[config.mk]
export PLATFORM = sky130hd
export DESIGN_NAME = sprite_sched
export DESIGN_NICKNAME = d
export VERILOG_FILES = /design/src/rtl/sprite_pkg.sv /design/src/rtl/actor_hit.sv /design/src/rtl/sprite_sched.sv
export SDC_FILE = /design/constraint.sdc
export NUM_CORES = 1
export LEC_CHECK = 0
export ABC_AREA = 1
export BUFFER_PORTS_ARGS = -buffer_cell sky130_fd_sc_hd__buf_4
export CORE_MARGIN = 2
export CORE_UTILIZATION = 25
export DETAILED_ROUTE_END_ITERATION = 6
export PLACE_DENSITY_LB_ADDON = 0.2
export SYNTH_ARGS = -nofsm -noshare
export SYNTH_HDL_FRONTEND = slang
export SYNTH_SLANG_ARGS = --single-unit
[constraint.sdc]
create_clock -name clk -period 2.4 [get_ports clk]
set_input_delay 0.36 -clock clk [delete_from_list [all_inputs] [get_ports clk]]
set_output_delay 0.36 -clock clk [all_outputs]
set_load 0.01 [all_outputs]
[src/rtl/sprite_pkg.sv]
// rtl/sprite_pkg.sv - shared types and constants for the sprite scheduler
// Purpose: screen geometry, sprite code enumeration and the actor descriptor
// shared by sprite_sched and actor_hit. No ports.
package sprite_pkg;

  localparam int H_RES    = 640;
  localparam int V_RES    = 480;
  localparam int TILE_W   = 8;
  localparam int MAP_COLS = H_RES / TILE_W;
  localparam int MAP_ROWS = V_RES / TILE_W;

  localparam logic [2:0] ACTOR_NONE = 3'd7;

  typedef enum logic [3:0] {
    GHOST0     = 4'b0000,
    GHOST1     = 4'b0001,
    GHOST2     = 4'b0010,
    GHOST3     = 4'b0011,
    GHOST4     = 4'b0100,
    GHOST5     = 4'b0101,
    GHOST6     = 4'b0110,
    GHOST7     = 4'b0111,
    PACMAN     = 4'b1001,
    BLANK_CODE = 4'hA
  } sprite_code_t;

  typedef struct packed {
    logic       en;
    logic [9:0] x;
    logic [9:0] y;
    logic [3:0] code;
  } actor_t;

endpackage

[src/rtl/actor_hit.sv]
// rtl/actor_hit.sv - combinational pixel-vs-actor overlap test
// Purpose: decides whether the pixel (px_x, px_y) lies inside the 8x8 box of
// one actor and gives the offset inside that box.
// Ports:
//   px_x, px_y   : pixel being tested
//   actor        : actor descriptor (enable, top-left, code)
//   hit          : pixel is inside an enabled actor
//   off_x, off_y : column/row inside the actor sprite (valid when hit)
module actor_hit
  import sprite_pkg::*;
(
  input  logic [9:0] px_x,
  input  logic [9:0] px_y,
  input  actor_t     actor,
  output logic       hit,
  output logic [2:0] off_x,
  output logic [2:0] off_y
);

  // 11-bit signed so a pixel left of / above the actor goes negative instead
  // of wrapping into the 0..7 window (actors near the right/bottom edge clip).
  logic signed [10:0] dx;
  logic signed [10:0] dy;

  assign dx = $signed({1'b0, px_x}) - $signed({1'b0, actor.x});
  assign dy = $signed({1'b0, px_y}) - $signed({1'b0, actor.y});

  // 0 <= d < 8  <=>  sign bit clear and bits [9:3] all zero
  assign hit = actor.en
             & ~dx[10] & (dx[9:3] == 7'd0)
             & ~dy[10] & (dy[9:3] == 7'd0);

  assign off_x = dx[2:0];
  assign off_y = dy[2:0];

endmodule

[src/rtl/sprite_sched.sv]
// rtl/sprite_sched.sv - per-pixel background/actor scheduler
// Purpose: fetches the background tile for each pixel, arbitrates it against
// up to N_ACTORS 8x8 actors and registers the selected sprite triple two
// clocks after the pixel coordinates, plus a sticky Pacman/ghost collision.
// Ports:
//   clk, rst_n                 : pixel clock, async active-low reset
//   px_x, px_y, px_de          : pixel counters and active-area flag
//   frame_start                : pulse before the first active pixel
//   tile_rd_en, tile_addr      : tile RAM read request (row*MAP_COLS+col)
//   tile_data                  : tile code, one cycle after tile_rd_en
//   actor_en/x/y/code          : live actor descriptors (latched per frame)
//   sprite_x, sprite_y         : offset inside the selected 8x8 sprite
//   sprite_code                : selected sprite code
//   de_out                     : active flag aligned with the outputs
//   actor_sel                  : winning actor index, 7 for background
//   collision                  : Pacman overlapped a ghost this frame
module sprite_sched
  import sprite_pkg::*;
#(
  parameter int N_ACTORS = 5
) (
  input  logic                     clk,
  input  logic                     rst_n,
  input  logic [9:0]               px_x,
  input  logic [9:0]               px_y,
  input  logic                     px_de,
  input  logic                     frame_start,
  output logic                     tile_rd_en,
  output logic [12:0]              tile_addr,
  input  logic [3:0]               tile_data,
  input  logic [N_ACTORS-1:0]      actor_en,
  input  logic [N_ACTORS-1:0][9:0] actor_x,
  input  logic [N_ACTORS-1:0][9:0] actor_y,
  input  logic [N_ACTORS-1:0][3:0] actor_code,
  output logic [2:0]               sprite_x,
  output logic [2:0]               sprite_y,
  output logic [3:0]               sprite_code,
  output logic                     de_out,
  output logic [2:0]               actor_sel,
  output logic                     collision
);

  typedef enum logic {
    WAIT_FRAME = 1'b0,
    RUN        = 1'b1
  } state_t;

  state_t state_q, state_d;
  logic   run_now;

  always_ff @(posedge clk or negedge rst_n) begin
    if (!rst_n) state_q <= WAIT_FRAME;
    else        state_q <= state_d;
  end

  // run_now is also high on the frame_start cycle out of WAIT_FRAME so a
  // pixel coinciding with frame_start is fetched with the fresh shadows.
  always_comb begin
    state_d = state_q;
    run_now = 1'b0;
    case (state_q)
      WAIT_FRAME: begin
        if (frame_start) begin
          state_d = RUN;
          run_now = 1'b1;
        end
      end
      RUN:     run_now = 1'b1;
      default: state_d = WAIT_FRAME;
    endcase
  end

  // ---------------- stage 0: tile fetch ----------------
  logic        in_range;
  logic        s0_valid;
  logic [12:0] tile_row;
  logic [12:0] tile_col;

  assign in_range = (px_x < 10'(H_RES)) && (px_y < 10'(V_RES));
  assign s0_valid = run_now & px_de & in_range;
  assign tile_row = 13'(px_y[9:3]);
  assign tile_col = 13'(px_x[9:3]);

  assign tile_rd_en = s0_valid;
  assign tile_addr  = s0_valid ? (tile_row * 13'(MAP_COLS) + tile_col) : 13'd0;

  // Shadows change only on frame_start so actors never tear mid-frame.
  actor_t shadow_q [N_ACTORS];

  always_ff @(posedge clk or negedge rst_n) begin
    if (!rst_n) begin
      for (int i = 0; i < N_ACTORS; i++) shadow_q[i] <= '0;
    end else if (frame_start) begin
      for (int i = 0; i < N_ACTORS; i++)
        shadow_q[i] <= '{en: actor_en[i], x: actor_x[i], y: actor_y[i], code: actor_code[i]};
    end
  end

  logic       s1_valid;
  logic [9:0] s1_x;
  logic [9:0] s1_y;

  always_ff @(posedge clk or negedge rst_n) begin
    if (!rst_n) begin
      s1_valid <= 1'b0;
      s1_x     <= '0;
      s1_y     <= '0;
    end else begin
      s1_valid <= s0_valid;
      s1_x     <= px_x;
      s1_y     <= px_y;
    end
  end

  // ---------------- stage 1: actor compare ----------------
  logic [N_ACTORS-1:0]      hit;
  logic [N_ACTORS-1:0][2:0] off_x;
  logic [N_ACTORS-1:0][2:0] off_y;

  for (genvar g = 0; g < N_ACTORS; g++) begin : g_hit
    actor_hit u_actor_hit (
      .px_x  (s1_x),
      .px_y  (s1_y),
      .actor (shadow_q[g]),
      .hit   (hit[g]),
      .off_x (off_x[g]),
      .off_y (off_y[g])
    );
  end

  logic       win_found;
  logic [2:0] win_idx;
  logic [2:0] win_ox;
  logic [2:0] win_oy;
  logic [3:0] win_code;
  logic       pac_ghost;

  // Scan from the top down so the lowest-index hitting actor wins.
  always_comb begin
    win_found = 1'b0;
    win_idx   = ACTOR_NONE;
    win_ox    = 3'd0;
    win_oy    = 3'd0;
    win_code  = 4'd0;
    for (int i = N_ACTORS - 1; i >= 0; i--) begin
      if (hit[i]) begin
        win_found = 1'b1;
        win_idx   = 3'(i);
        win_ox    = off_x[i];
        win_oy    = off_y[i];
        win_code  = shadow_q[i].code;
      end
    end
  end

  assign pac_ghost = s1_valid & hit[0] & (|hit[N_ACTORS-1:1]);

  // ---------------- stage 2: output register ----------------
  always_ff @(posedge clk or negedge rst_n) begin
    if (!rst_n) begin
      sprite_x    <= 3'd0;
      sprite_y    <= 3'd0;
      sprite_code <= BLANK_CODE;
      actor_sel   <= ACTOR_NONE;
      de_out      <= 1'b0;
      collision   <= 1'b0;
    end else begin
      de_out <= s1_valid;
      if (!s1_valid) begin
        sprite_x    <= 3'd0;
        sprite_y    <= 3'd0;
        sprite_code <= BLANK_CODE;
        actor_sel   <= ACTOR_NONE;
      end else if (win_found) begin
        sprite_x    <= win_ox;
        sprite_y    <= win_oy;
        sprite_code <= win_code;
        actor_sel   <= win_idx;
      end else begin
        sprite_x    <= s1_x[2:0];
        sprite_y    <= s1_y[2:0];
        sprite_code <= tile_data;
        actor_sel   <= ACTOR_NONE;
      end
      // Clear has priority so a new frame always starts collision-free.
      if (frame_start)    collision <= 1'b0;
      else if (pac_ghost) collision <= 1'b1;
    end
  end

endmodule

==> flow_results.xml <==
<?xml version="1.0" encoding="UTF-8"?>
<metrics>
  <group name="drt">
    <metric name="detail_route.vias_per_cell" unit="">4.39</metric>
    <metric name="drt_wl_total" unit="mm">47.2</metric>
    <metric name="wl_per_cell" unit="um">15.9</metric>
    <metric name="drt_iter0_drc" unit="">599</metric>
    <metric name="detail_route.first_pass.iterations" unit="">5</metric>
    <metric name="drt_drc_violations_left" unit="">0</metric>
    <metric name="final_antenna_net_count" unit="">0</metric>
    <metric name="vias" unit="">13100</metric>
  </group>
  <group name="power">
    <metric name="power.share.clock" unit="%">29.0</metric>
    <metric name="vdd_ir_max" unit="mV">0.594</metric>
    <metric name="cellInternalPower" unit="mW">6.34</metric>
    <metric name="part_of_the_total_power_dissipated_in_combinational_logic" unit="%">40.3</metric>
    <metric name="power.density_cell_area" unit="mW/mm^2">531</metric>
    <metric name="seq_power_share" unit="%">30.7</metric>
    <metric name="static-leakage-power" unit="nW">9.87</metric>
    <metric name="netSwitchingPower" unit="mW">3.66</metric>
    <metric name="power" unit="mW">10.0</metric>
    <metric name="power_switching_share" unit="%">36.6</metric>
  </group>
  <group name="synth">
    <metric name="synth-seq-cells" unit="">162</metric>
    <metric name="synthDistinctLibCells" unit="">45</metric>
    <metric name="dominant_combinational_cell_family_by_area_after_synthesis" unit="">simple AND/OR/NAND/NOR gates</metric>
    <metric name="synthXorXnorAreaFrac" unit="%">2.07</metric>
    <metric name="cell_count_after_synthesis" unit="">1827</metric>
    <metric name="synth-warning-count" unit="">0</metric>
    <metric name="avg_cell_area_syn" unit="sq um">6.96</metric>
    <metric name="post_syn_area" unit="sq mm">0.0127</metric>
    <metric name="synth_adder_area_share" unit="%">13.0</metric>
    <metric name="ys_seq_area_share" unit="%">31.9</metric>
    <metric name="synth_compound_gate_area_share" unit="%">9.21</metric>
    <metric name="synthMuxAreaShare" unit="%">2.39</metric>
    <metric name="synth_simple_gate_area_share" unit="%">30.6</metric>
    <metric name="mappedNetlistNets" unit="">2105</metric>
  </group>
  <group name="placed_design">
    <metric name="placement.setup.worst_slack" unit="ps">-599</metric>
    <metric name="area_of_placed_instances" unit="sq mm">0.0168</metric>
    <metric name="detailedPlacementHpwl" unit="mm">37.5</metric>
    <metric name="weighted_congestion_reported_at_the_end_of_routability_driven_placement" unit="">0.902</metric>
    <metric name="port_buffers" unit="">181</metric>
    <metric name="placedCellCount" unit="">2891</metric>
  </group>
  <group name="finish">
    <metric name="drive_gt1_share" unit="%">32.3</metric>
    <metric name="top_library_cells_by_usage_in_the_layout_fill_and_taps_aside" unit="">497 x sky130_fd_sc_hd__nand2_1, 414 x sky130_fd_sc_hd__buf_4, 311 x sky130_fd_sc_hd__inv_1</metric>
    <metric name="antenna_cell_count" unit="">0</metric>
    <metric name="layout_fillers" unit="">5254</metric>
    <metric name="stdcell_count" unit="">2972</metric>
    <metric name="synthToLayoutAreaGrowth" unit="%">48.2</metric>
    <metric name="post_route_design_area" unit="sq mm">0.0188</metric>
    <metric name="final_common_cell" unit="">sky130_fd_sc_hd__nand2_1</metric>
    <metric name="final_net_count" unit="">2565</metric>
  </group>
  <group name="floorplan">
    <metric name="starting_density_of_the_core" unit="%">25.3</metric>
    <metric name="chipHeight" unit="um">230</metric>
    <metric name="std_cell_rows" unit="">82</metric>
    <metric name="fp.dieArea" unit="sq mm">0.0527</metric>
    <metric name="die_width" unit="um">230</metric>
    <metric name="core_region_area" unit="sq mm">0.0502</metric>
    <metric name="io-pin-count" unit="">182</metric>
  </group>
  <group name="global_routing">
    <metric name="first_global_vias" unit="">13000</metric>
    <metric name="pin_count_of_the_biggest_net_entering_global_routing" unit="">76</metric>
    <metric name="antenna_violations_before_repair" unit="">2</metric>
    <metric name="globalRouteTotalUtil" unit="%">18.1</metric>
    <metric name="grt_pass1_wl" unit="mm">72.2</metric>
    <metric name="gr-total-overflow" unit="">0</metric>
  </group>
  <group name="timing">
    <metric name="slew_violations" unit="">0</metric>
    <metric name="hold_violations" unit="">0</metric>
    <metric name="number_of_setup_violations_in_the_final_report" unit="">17</metric>
    <metric name="timing.max_slew.rel_slack" unit="%">54.7</metric>
    <metric name="final_min_period_over_clock_period" unit="%">123</metric>
    <metric name="timing.hold.ws" unit="ps">60.4</metric>
    <metric name="finalWorstSetupSlack" unit="ps">-557</metric>
    <metric name="finalClockSkew" unit="ps">14.1</metric>
    <metric name="grt_setup_unrepaired" unit="">yes</metric>
    <metric name="max_freq" unit="GHz">0.338</metric>
    <metric name="timing.final.crit_period" unit="ps">2960</metric>
    <metric name="worst_pin_slew" unit="ps">679</metric>
  </group>
  <group name="setup_path">
    <metric name="cp_data_required_time" unit="ps">2780</metric>
    <metric name="crit_path_max_fanout" unit="">6</metric>
    <metric name="timing.critical_path.arrival" unit="ps">3340</metric>
    <metric name="critPathLaunchType" unit="">flop</metric>
    <metric name="setup.worst_path.end_class" unit="">flop</metric>
    <metric name="path_class" unit="">reg -&gt; reg</metric>
  </group>
  <group name="clock_network">
    <metric name="cts.sinks" unit="">162</metric>
    <metric name="clock_path_buffers" unit="">2</metric>
    <metric name="tritoncts.num_buffers" unit="">17</metric>
    <metric name="clock_tree.root_cell" unit="">sky130_fd_sc_hd__clkbuf_16</metric>
    <metric name="h_tree_lvl_count" unit="">4</metric>
    <metric name="clk_pin_slew_worst_paths" unit="ps">80</metric>
    <metric name="worst_skew_pair.late_latency" unit="ps">490</metric>
    <metric name="cts_tree" unit="">yes</metric>
  </group>
  <group name="status">
    <metric name="run_status" unit="">complete, but fails checks</metric>
    <metric name="violations" unit="">negative setup slack</metric>
  </group>
  <group name="run">
    <metric name="cap_viol_max_count" unit="">0</metric>
  </group>
  <group name="hold_path">
    <metric name="hp-class" unit="">in -&gt; reg</metric>
  </group>
</metrics>
[path summary, 6_finish.rpt]
kind | from | slack, ps | cells past startpoint | endpoint
setup / recovery | s1_y[0]$_DFF_PN0_ | -560 | 20 | sprite_code[2]$_DFF_PN0_
hold / removal | px_x[3] | 60 | 1 | s1_x[3]$_DFF_PN0_
setup reg to reg | s1_y[0]$_DFF_PN0_ | -560 | 20 | sprite_code[2]$_DFF_PN0_
hold reg to reg | state_q$_DFF_PN0_ | 460 | 2 | state_q$_DFF_PN0_
max in group asynchronous | rst_n | 1390 | 3 | shadow_q[104]$_DFFE_PN0P_
min in group asynchronous | rst_n | 280 | 2 | shadow_q[46]$_DFFE_PN0P_
[timing repair]
action                                  in CTS  in global routing
cloned                                       1                  1
resized for setup                          127                106
endpoints found under the setup margin      18                 19
pin swaps                                   52                 52
endpoints found under the hold margin       26                  0
hold buffers                                12                  0
buffers inserted                            26                 16
[layout make-up]
| type | instances | area (sq um) | share of cell area (%) |
|---|---|---|---|
| multi-input combinational | 1307 | 8140 | 43.2 |
| sequential | 162 | 4070 | 21.6 |
| timing repair buffer | 471 | 3940 | 20.9 |
| inverter | 328 | 1250 | 6.63 |
| tap | 672 | 841 | 4.46 |
| clock buffer | 17 | 425 | 2.26 |
| clock inverter | 15 | 170 | 0.903 |
[flip-flops by register name, summed over array words and instances (netlist names)]
| signal | flops |
|---|---|
| actor_sel | 3 |
| collision | 1 |
| s1_valid | 1 |
| s1_x | 10 |
| sprite_code | 4 |
| sprite_x | 3 |
| de_out | 1 |
| shadow_q | 125 |
| s1_y | 10 |
| state_q | 1 |
| sprite_y | 3 |
[worst max-delay path, stage by stage, from the launching register on]
cell,delay [ps]
sky130_fd_sc_hd__dfrtp_1,400
sky130_fd_sc_hd__inv_4,110
sky130_fd_sc_hd__buf_6,110
sky130_fd_sc_hd__ha_4,120
sky130_fd_sc_hd__inv_2,40
sky130_fd_sc_hd__fa_2,420
sky130_fd_sc_hd__nand3_4,90
sky130_fd_sc_hd__nand2_4,80
sky130_fd_sc_hd__nand2_4,60
sky130_fd_sc_hd__nand2_2,60
sky130_fd_sc_hd__nand2_2,60
sky130_fd_sc_hd__nand2_2,50
sky130_fd_sc_hd__inv_1,50
sky130_fd_sc_hd__nand4_1,140
sky130_fd_sc_hd__nor3_2,200
sky130_fd_sc_hd__nand4_4,190
sky130_fd_sc_hd__buf_6,170
sky130_fd_sc_hd__nand4_1,160
sky130_fd_sc_hd__inv_1,80
sky130_fd_sc_hd__nor2_2,160
sky130_fd_sc_hd__a21oi_2,80
[cells in the mapped netlist (all sizes together)]
master	instances	area share (%)
or2	7	0.34
ha	113	11
buf	4	0.30
and2	3	0.15
o211ai	2	0.12
mux2	27	2.4
clkbuf	26	0.77
and3	3	0.15
a21oi	76	3.3
clkinv	2	0.069
a31oi	4	0.20
o21bai	6	0.35
inv	326	9.6
fa	12	1.9
a21o	4	0.24
a21boi	1	0.059
nand2	551	16
xnor2	13	0.90
o221ai	1	0.069
dfrtp	157	31
o21ai	122	4.8
nand3	136	5.6
o21a	1	0.059
dfstp	5	1.0
nor2	150	4.8
xor2	17	1.2
nor3	11	0.60
nand4	40	2.1
nand3b	7	0.41
[kinds of logic (layout without fill, tap and decap cells)]
group	count (synthesis)	count (layout)
AOI/OAI and AO/OA	217	217
xor gates and xnor gates	30	30
adders and majority gates	125	125
buffers and inverters	358	831
DFF	162	162
muxes	27	27
and+or+nand+nor	908	908
[metal layers]
| layer | GRT usage (%) | vias to the layer above | share of wire [%] |
|---|---|---|---|
| li1 | - | 6713 | - |
| met5 | 0 | - | 0 |
| met3 | 3.15 | 52 | 4.1 |
| met2 | 30.0 | 273 | 47 |
| met1 | 23.7 | 6021 | 46 |
| met4 | 6.33 | 0 | 2.7 |
[stage by stage]
stage,TNS [ps],util (%)
finish,-6880,37.6
global route,-9700,37.6
CTS,-6180,36.6
detailed placement,-8460,33.6
global placement,-8100,33.6
floorplan,-709,-
[power by group through the flow]
stage | clock network, mW | registers [mW] | logic [mW]
4_1_cts | 3.03 | 3.07 | 3.90
2_1_floorplan | 0 | 3.07 | 2.02
6_report | 2.90 | 3.07 | 4.03
3_3_place_gp | 0 | 3.12 | 3.65
3_5_place_dp | 0 | 3.12 | 3.66
5_1_grt | 3.11 | 3.09 | 4.51
Note: power is estimated with default switching activity, not from simulation.
